**src/rtl/address_clock_seq.sv**
```systemverilog
// Address/clock block between the port logic and the bitcell array decoders: captures port
// enables/addresses, predecodes them into strobe-gated one-hot groups and sequences the strobe.
module address_clock_seq #(
    parameter int NRD     = 2,
    parameter int NWR     = 1,
    parameter int AW      = 6,
    parameter int GENMODE = 0,
    parameter int DW      = 4,
    localparam int PDW    = 2 + 4 * ((AW - 1) / 2) + 2 * ((AW - 1) % 2)
) (
    input  logic               clk,
    input  logic               reset_n,
    input  logic               req,
    output logic               ready,
    input  logic [NRD-1:0]     rd_enb,
    input  logic [NRD*AW-1:0]  rd_adr,
    input  logic [NWR-1:0]     wr_enb,
    input  logic [NWR*AW-1:0]  wr_adr,
    input  logic [DW-1:0]      cfg_dly,
    input  logic [DW-1:0]      cfg_wid,
    output logic               strobe,
    output logic [NRD*PDW-1:0] rd_pd,
    output logic [NWR*PDW-1:0] wr_pd,
    output logic               done,
    output logic               coll
);
    localparam int             NPAIR    = (AW - 1) / 2;
    localparam bit             HAS_TAIL = ((AW - 1) % 2) != 0;
    localparam logic [PDW-1:0] PD_ONE   = PDW'(1);

    // Line order per port, LSB first: na0, a0; then for each pair (a[k], a[k+1])
    // na_na, na_a, a_na, a_a with a[k] as the first letter; then na, a for a leftover top bit.
    function automatic logic [PDW-1:0] predecode(input logic [AW-1:0] a);
        logic [PDW-1:0] pd;
        logic [AW-1:0]  s;
        int             idx;
        pd = PD_ONE << int'(a[0]);
        for (int g = 0; g < NPAIR; g++) begin
            s   = a >> (1 + 2 * g);
            idx = 2 + 4 * g + 2 * int'(s[0]) + int'(s[1]);
            pd  = pd | (PD_ONE << idx);
        end
        if (HAS_TAIL) begin
            pd = pd | (PD_ONE << (PDW - 2 + int'(a[AW-1])));
        end
        return pd;
    endfunction

    logic              capture;
    logic              coll_d;
    logic              coll_clr;
    logic [NRD-1:0]    rd_enb_q;
    logic [NRD*AW-1:0] rd_adr_q;
    logic [NWR-1:0]    wr_enb_q;
    logic [NWR*AW-1:0] wr_adr_q;
    logic              coll_q;
    logic [NRD*NWR-1:0] match;

    assign capture = req && ready;

    for (genvar r = 0; r < NRD; r++) begin : g_match_rd
        for (genvar w = 0; w < NWR; w++) begin : g_match_wr
            assign match[r*NWR + w] = rd_enb[r] && wr_enb[w] &&
                                      (rd_adr[r*AW +: AW] == wr_adr[w*AW +: AW]);
        end
    end
    assign coll_d = |match;

    always_ff @(posedge clk) begin
        // NOTE: state registers use non-blocking assignments so every flop samples pre-edge values.
        if (!reset_n) begin
            rd_enb_q <= '0;
            rd_adr_q <= '0;
            wr_enb_q <= '0;
            wr_adr_q <= '0;
            coll_q   <= 1'b0;
        end else if (capture) begin
            rd_enb_q <= rd_enb;
            rd_adr_q <= rd_adr;
            wr_enb_q <= wr_enb;
            wr_adr_q <= wr_adr;
            coll_q   <= coll_d;
        end else if (coll_clr) begin
            coll_q   <= 1'b0;
        end
    end

    assign coll = coll_q;

    for (genvar p = 0; p < NRD; p++) begin : g_rd_pd
        assign rd_pd[p*PDW +: PDW] = (rd_enb_q[p] && strobe) ? predecode(rd_adr_q[p*AW +: AW]) : '0;
    end
    for (genvar p = 0; p < NWR; p++) begin : g_wr_pd
        assign wr_pd[p*PDW +: PDW] = (wr_enb_q[p] && strobe) ? predecode(wr_adr_q[p*AW +: AW]) : '0;
    end

    if (GENMODE == 0) begin : g_nodelay
        logic strobe_q;
        logic unused_cfg;

        always_ff @(posedge clk) begin
            if (!reset_n) begin
                strobe_q <= 1'b0;
            end else begin
                strobe_q <= req;
            end
        end

        assign ready      = 1'b1;
        assign strobe     = strobe_q;
        assign done       = strobe_q;
        assign coll_clr   = 1'b0;
        assign unused_cfg = ^{cfg_dly, cfg_wid};
    end else begin : g_delay
        typedef enum logic [1:0] {IDLE, SETUP, STRB, HOLD} state_t;

        state_t        state_q, state_d;
        logic [DW-1:0] cnt_q, cnt_d;
        logic [DW-1:0] wid_q;
        logic [DW-1:0] wid_in;

        // A zero width still produces a one-cycle strobe.
        assign wid_in = (cfg_wid == '0) ? DW'(1) : cfg_wid;

        always_ff @(posedge clk) begin
            if (!reset_n) begin
                state_q <= IDLE;
                cnt_q   <= '0;
                wid_q   <= '0;
            end else begin
                state_q <= state_d;
                cnt_q   <= cnt_d;
                if (capture) begin
                    wid_q <= wid_in;
                end
            end
        end

        always_comb begin
            // NOTE: every output gets a default first so no path through the case infers a latch.
            state_d = state_q;
            cnt_d   = cnt_q;
            ready   = 1'b0;
            strobe  = 1'b0;
            done    = 1'b0;
            case (state_q)
                IDLE: begin
                    ready = 1'b1;
                    if (req) begin
                        if (cfg_dly == '0) begin
                            state_d = STRB;
                            cnt_d   = wid_in;
                        end else begin
                            state_d = SETUP;
                            cnt_d   = cfg_dly;
                        end
                    end
                end
                SETUP: begin
                    if (cnt_q <= DW'(1)) begin
                        state_d = STRB;
                        cnt_d   = wid_q;
                    end else begin
                        cnt_d   = cnt_q - DW'(1);
                    end
                end
                STRB: begin
                    strobe = 1'b1;
                    if (cnt_q <= DW'(1)) begin
                        state_d = HOLD;
                    end else begin
                        cnt_d   = cnt_q - DW'(1);
                    end
                end
                HOLD: begin
                    done    = 1'b1;
                    state_d = IDLE;
                end
                default: state_d = IDLE;
            endcase
        end

        assign coll_clr = (state_q == HOLD);
    end

endmodule

```
**config.mk**
```make
export PLATFORM = sky130hd
export DESIGN_NAME = address_clock_seq
export DESIGN_NICKNAME = d
export VERILOG_FILES = /design/src/rtl/address_clock_seq.sv
export SDC_FILE = /design/constraint.sdc
export NUM_CORES = 1
export LEC_CHECK = 0
export CORE_AREA = 2 2 61 63
export DETAILED_ROUTE_END_ITERATION = 7
export DIE_AREA = 0 0 63 65
export GPL_ROUTABILITY_DRIVEN = 1
export PLACE_DENSITY = 0.85
export SLEW_MARGIN = 20
export SYNTH_ARGS = -nofsm -noshare
export SYNTH_HDL_FRONTEND = slang
export SYNTH_SLANG_ARGS = --single-unit
```
**constraint.sdc**
```tcl
create_clock -name clk -period 1.02 [get_ports clk]
set_clock_uncertainty 0.05 [all_clocks]
set_input_delay 0.102 -clock clk [delete_from_list [all_inputs] [get_ports clk]]
set_output_delay 0.102 -clock clk [all_outputs]
set_load 0.005 [all_outputs]
```
==> results.yml <==
power:
  power_mw: 1.957
  power_density_nw_per_um2: 881.7
  power_leakage_nw: 1.015
  vdd_ir_drop_max_uv: 960.5
clock_tree:
  cts_tree: "built"
  cts_hold_buf: 0
  root_buffer: "clkbuf_4"
  clock_latency_ns: 0.34
  clkTransAtPathRegs_ns: 0.13
  cts_max_level: 1
  clkSinkCount: 23
  cts_made_buffers: 3
  cts_buffer_depth: 2
timing:
  layout_setup_ws_ns: -0.4340
  hold_slack_ns: 0.05098
  period_share: 1.425
  setup_viol_count_final: 38
  fmax_ghz: 0.6878
  hold_viol: 0
  fin_crit_ns: 1.454
  rsz0062_at_grt: "yes"
  slew_viol_final: 0
placed_design:
  dp_cells: 252
  gp_congestion: 0.8003
  io_buffers: 62
  pre_cts_ws_ns: -0.5644
  dp_hpwl_microns: 2663
final_layout:
  fin_cells: 262
  area_growth_pct: 77.76
  most-common-layout-cells: "buf_2 (29), mux2i_1 (21), nor2b_1 (21)"
  num-nets-final: 247
  layout_commonest_cell: "buf_2"
  seq_area_sq_um: 471.7
  n_antenna_cell: 0
  nFillCells: 293
  drive_above_1_share: 0.4720
  multiInputGateArea_sq_um: 953.4
drt:
  viasPerCell: 4.954
  vias: 1298
  firstDrtPassIters: 6
  antenna_left: 0
  drc_errors: 0
  wl_per_cell_microns: 15.27
  drt_iter0_drc: 21
  wl_microns: 4002
critical_path:
  critical_path_class: "flip-flop to primary output"
  r2r_cells: 3
  crit_chain: "buf_6 -> nand2_8 -> nor3b_2 -> buf_2"
  critPathMaxFanout: 8
  r2r_start: "rd_enb_q[1]"
  r2r_slack_ns: 0.14
  crit_start: "done"
  worstPathRequired_ns: 0.87
  cp_slowest_cell: "dfxtp_4"
  startpoint_type: "flip-flop"
  cp_num_buf_inv: 2
  cp-end-kind: "primary output"
  critPathTopFamily: "flip-flops"
  r2r-end: "rd_enb_q[1]"
  cp_data_arrival_time_ns: 1.30
  slowest_delay_ns: 0.41
global_routing:
  grt_pass1_vias: 1288
  antenna_found_initial: 0
  grt_max_degree: 25
  grt_pass1_wl_microns: 6348
  grt_util_all_layers: 0.2024
  grt.overflow.total: 0
run:
  drv_cap: 0
status:
  status: "finished, violations left"
  violations: "setup timing"
die:
  pin_count: 72
  core_area_sq_um: 3496
  dieArea_sq_um: 4095
  num_rows: 22
  die_h_microns: 65
  start_util: 0.3572
  fp.dieW_microns: 63
min_path:
  min_path_type: "input pin to flip-flop"
  whs_path_depth: 3
  hp-start: "rd_adr[9]"
  hold_end: "rd_adr_q[9]"
synth:
  ys.warnings.count: 0
  ys_ff_latch: 23
  synthDistinctLibCells: 20
  synthCells: 134
  seq_area_frac_synth: 0.3687
  synth.cell_area_sq_um: 1249
  synth_nets: 166
  syn_area_per_cell_sq_um: 9.319
==> metrics by stage <==
step / util / setup TNS, ns / cell area [sq um]
2_1_floorplan: - / 0 / 1249
3_3_place_gp: 0.5773 / -20.52 / 2018
3_5_place_dp: 0.5773 / -21.60 / 2018
4_1_cts: 0.6174 / -12.65 / 2158
5_1_grt: 0.6349 / -15.75 / 2220
6_report: 0.6349 / -13.52 / 2220
==> power breakdown <==
group	switching (mW)	internal [mW]
Combinational	0.197	0.273
Sequential	0.0736	0.951
Clock	0.309	0.154
==> flip-flops by register name, summed over array words and instances (netlist names) <==
signal,flops
coll,1
done,1
rd_adr_q,12
rd_enb_q,2
wr_adr_q,6
wr_enb_q,1
==> routing by layer <==
layer  track usage  part of all wire  vias to the layer above
met4        0.1056             0.021                        0
met1        0.2495              0.43                      616
met2        0.3271              0.50                       46
met3       0.04861             0.054                        7
li1              -                 -                      629
met5             0                 0                        -
==> area by class of cell <==
| type | count | area share |
|---|---|---|
| Clock buffer | 4 | 0.01184 |
| Tap cell | 48 | 0.02706 |
| Timing Repair Buffer | 84 | 0.3191 |
| Sequential cell | 23 | 0.2125 |
| Multi-Input combinational cell | 103 | 0.4295 |
==> worst reg2reg max path, delay by kind of cell (launching register included) <==
family	cells	cell delay (ns)
buf+inv	1	0.16
simple gates	1	0.07
flops	1	0.38
mux	1	0.14
==> cells by family (layout without fill, tap and decap cells) <==
logic type,count (synthesis),after routing,share of synthesized area
other cells,1,1,0.003003
simple gates,67,67,0.3317
xor+xnor,12,12,0.08417
mux,21,21,0.1683
compound gates,2,2,0.009017
flops,23,23,0.3687
buf+inv,8,88,0.03507
==> worst max path at each step <==
stage | cells past startpoint | end | slack (ns)
6_report | 4 | rd_pd[3] | -0.43
5_1_grt | 4 | rd_pd[3] | -0.48
4_1_cts | 4 | rd_pd[5] | -0.40
3_5_place_dp | 3 | rd_pd[3] | -0.56
3_3_place_gp | 3 | rd_pd[3] | -0.53
2_1_floorplan | 2 | rd_pd[17] | 0.02
==> what timing repair did <==
| item | CTS | global route |
|---|---|---|
| buffers inserted | 6 | 1 |
| setup endpoints to repair | 40 | 39 |
| pin swaps | 27 | 12 |
| resized for setup | 216 | 15 |
| endpoints found under the hold margin | 0 | 0 |
==> cell usage after synthesis <==
library cell / number / area [sq um]
xnor2_1: 6 / 52.55
nor3_1: 6 / 30.03
buf_4: 3 / 22.52
a31oi_1: 1 / 6.260
o21ai_0: 1 / 5.000
nor4_1: 2 / 12.51
and2_1: 1 / 6.260
and4_1: 6 / 52.55
nor2_1: 6 / 22.52
xor2_1: 6 / 52.55
nand4_1: 2 / 12.51
buf_2: 2 / 10.01
dfxtp_1: 23 / 460.4
clkbuf_1: 3 / 11.26
mux2i_1: 21 / 210.2
nand2_1: 5 / 18.77
nor2b_1: 21 / 131.4
and3_1: 6 / 37.54
conb_1: 1 / 3.750
nor3b_1: 12 / 90.09
No activity file was read; power rests on OpenSTA's default activity.
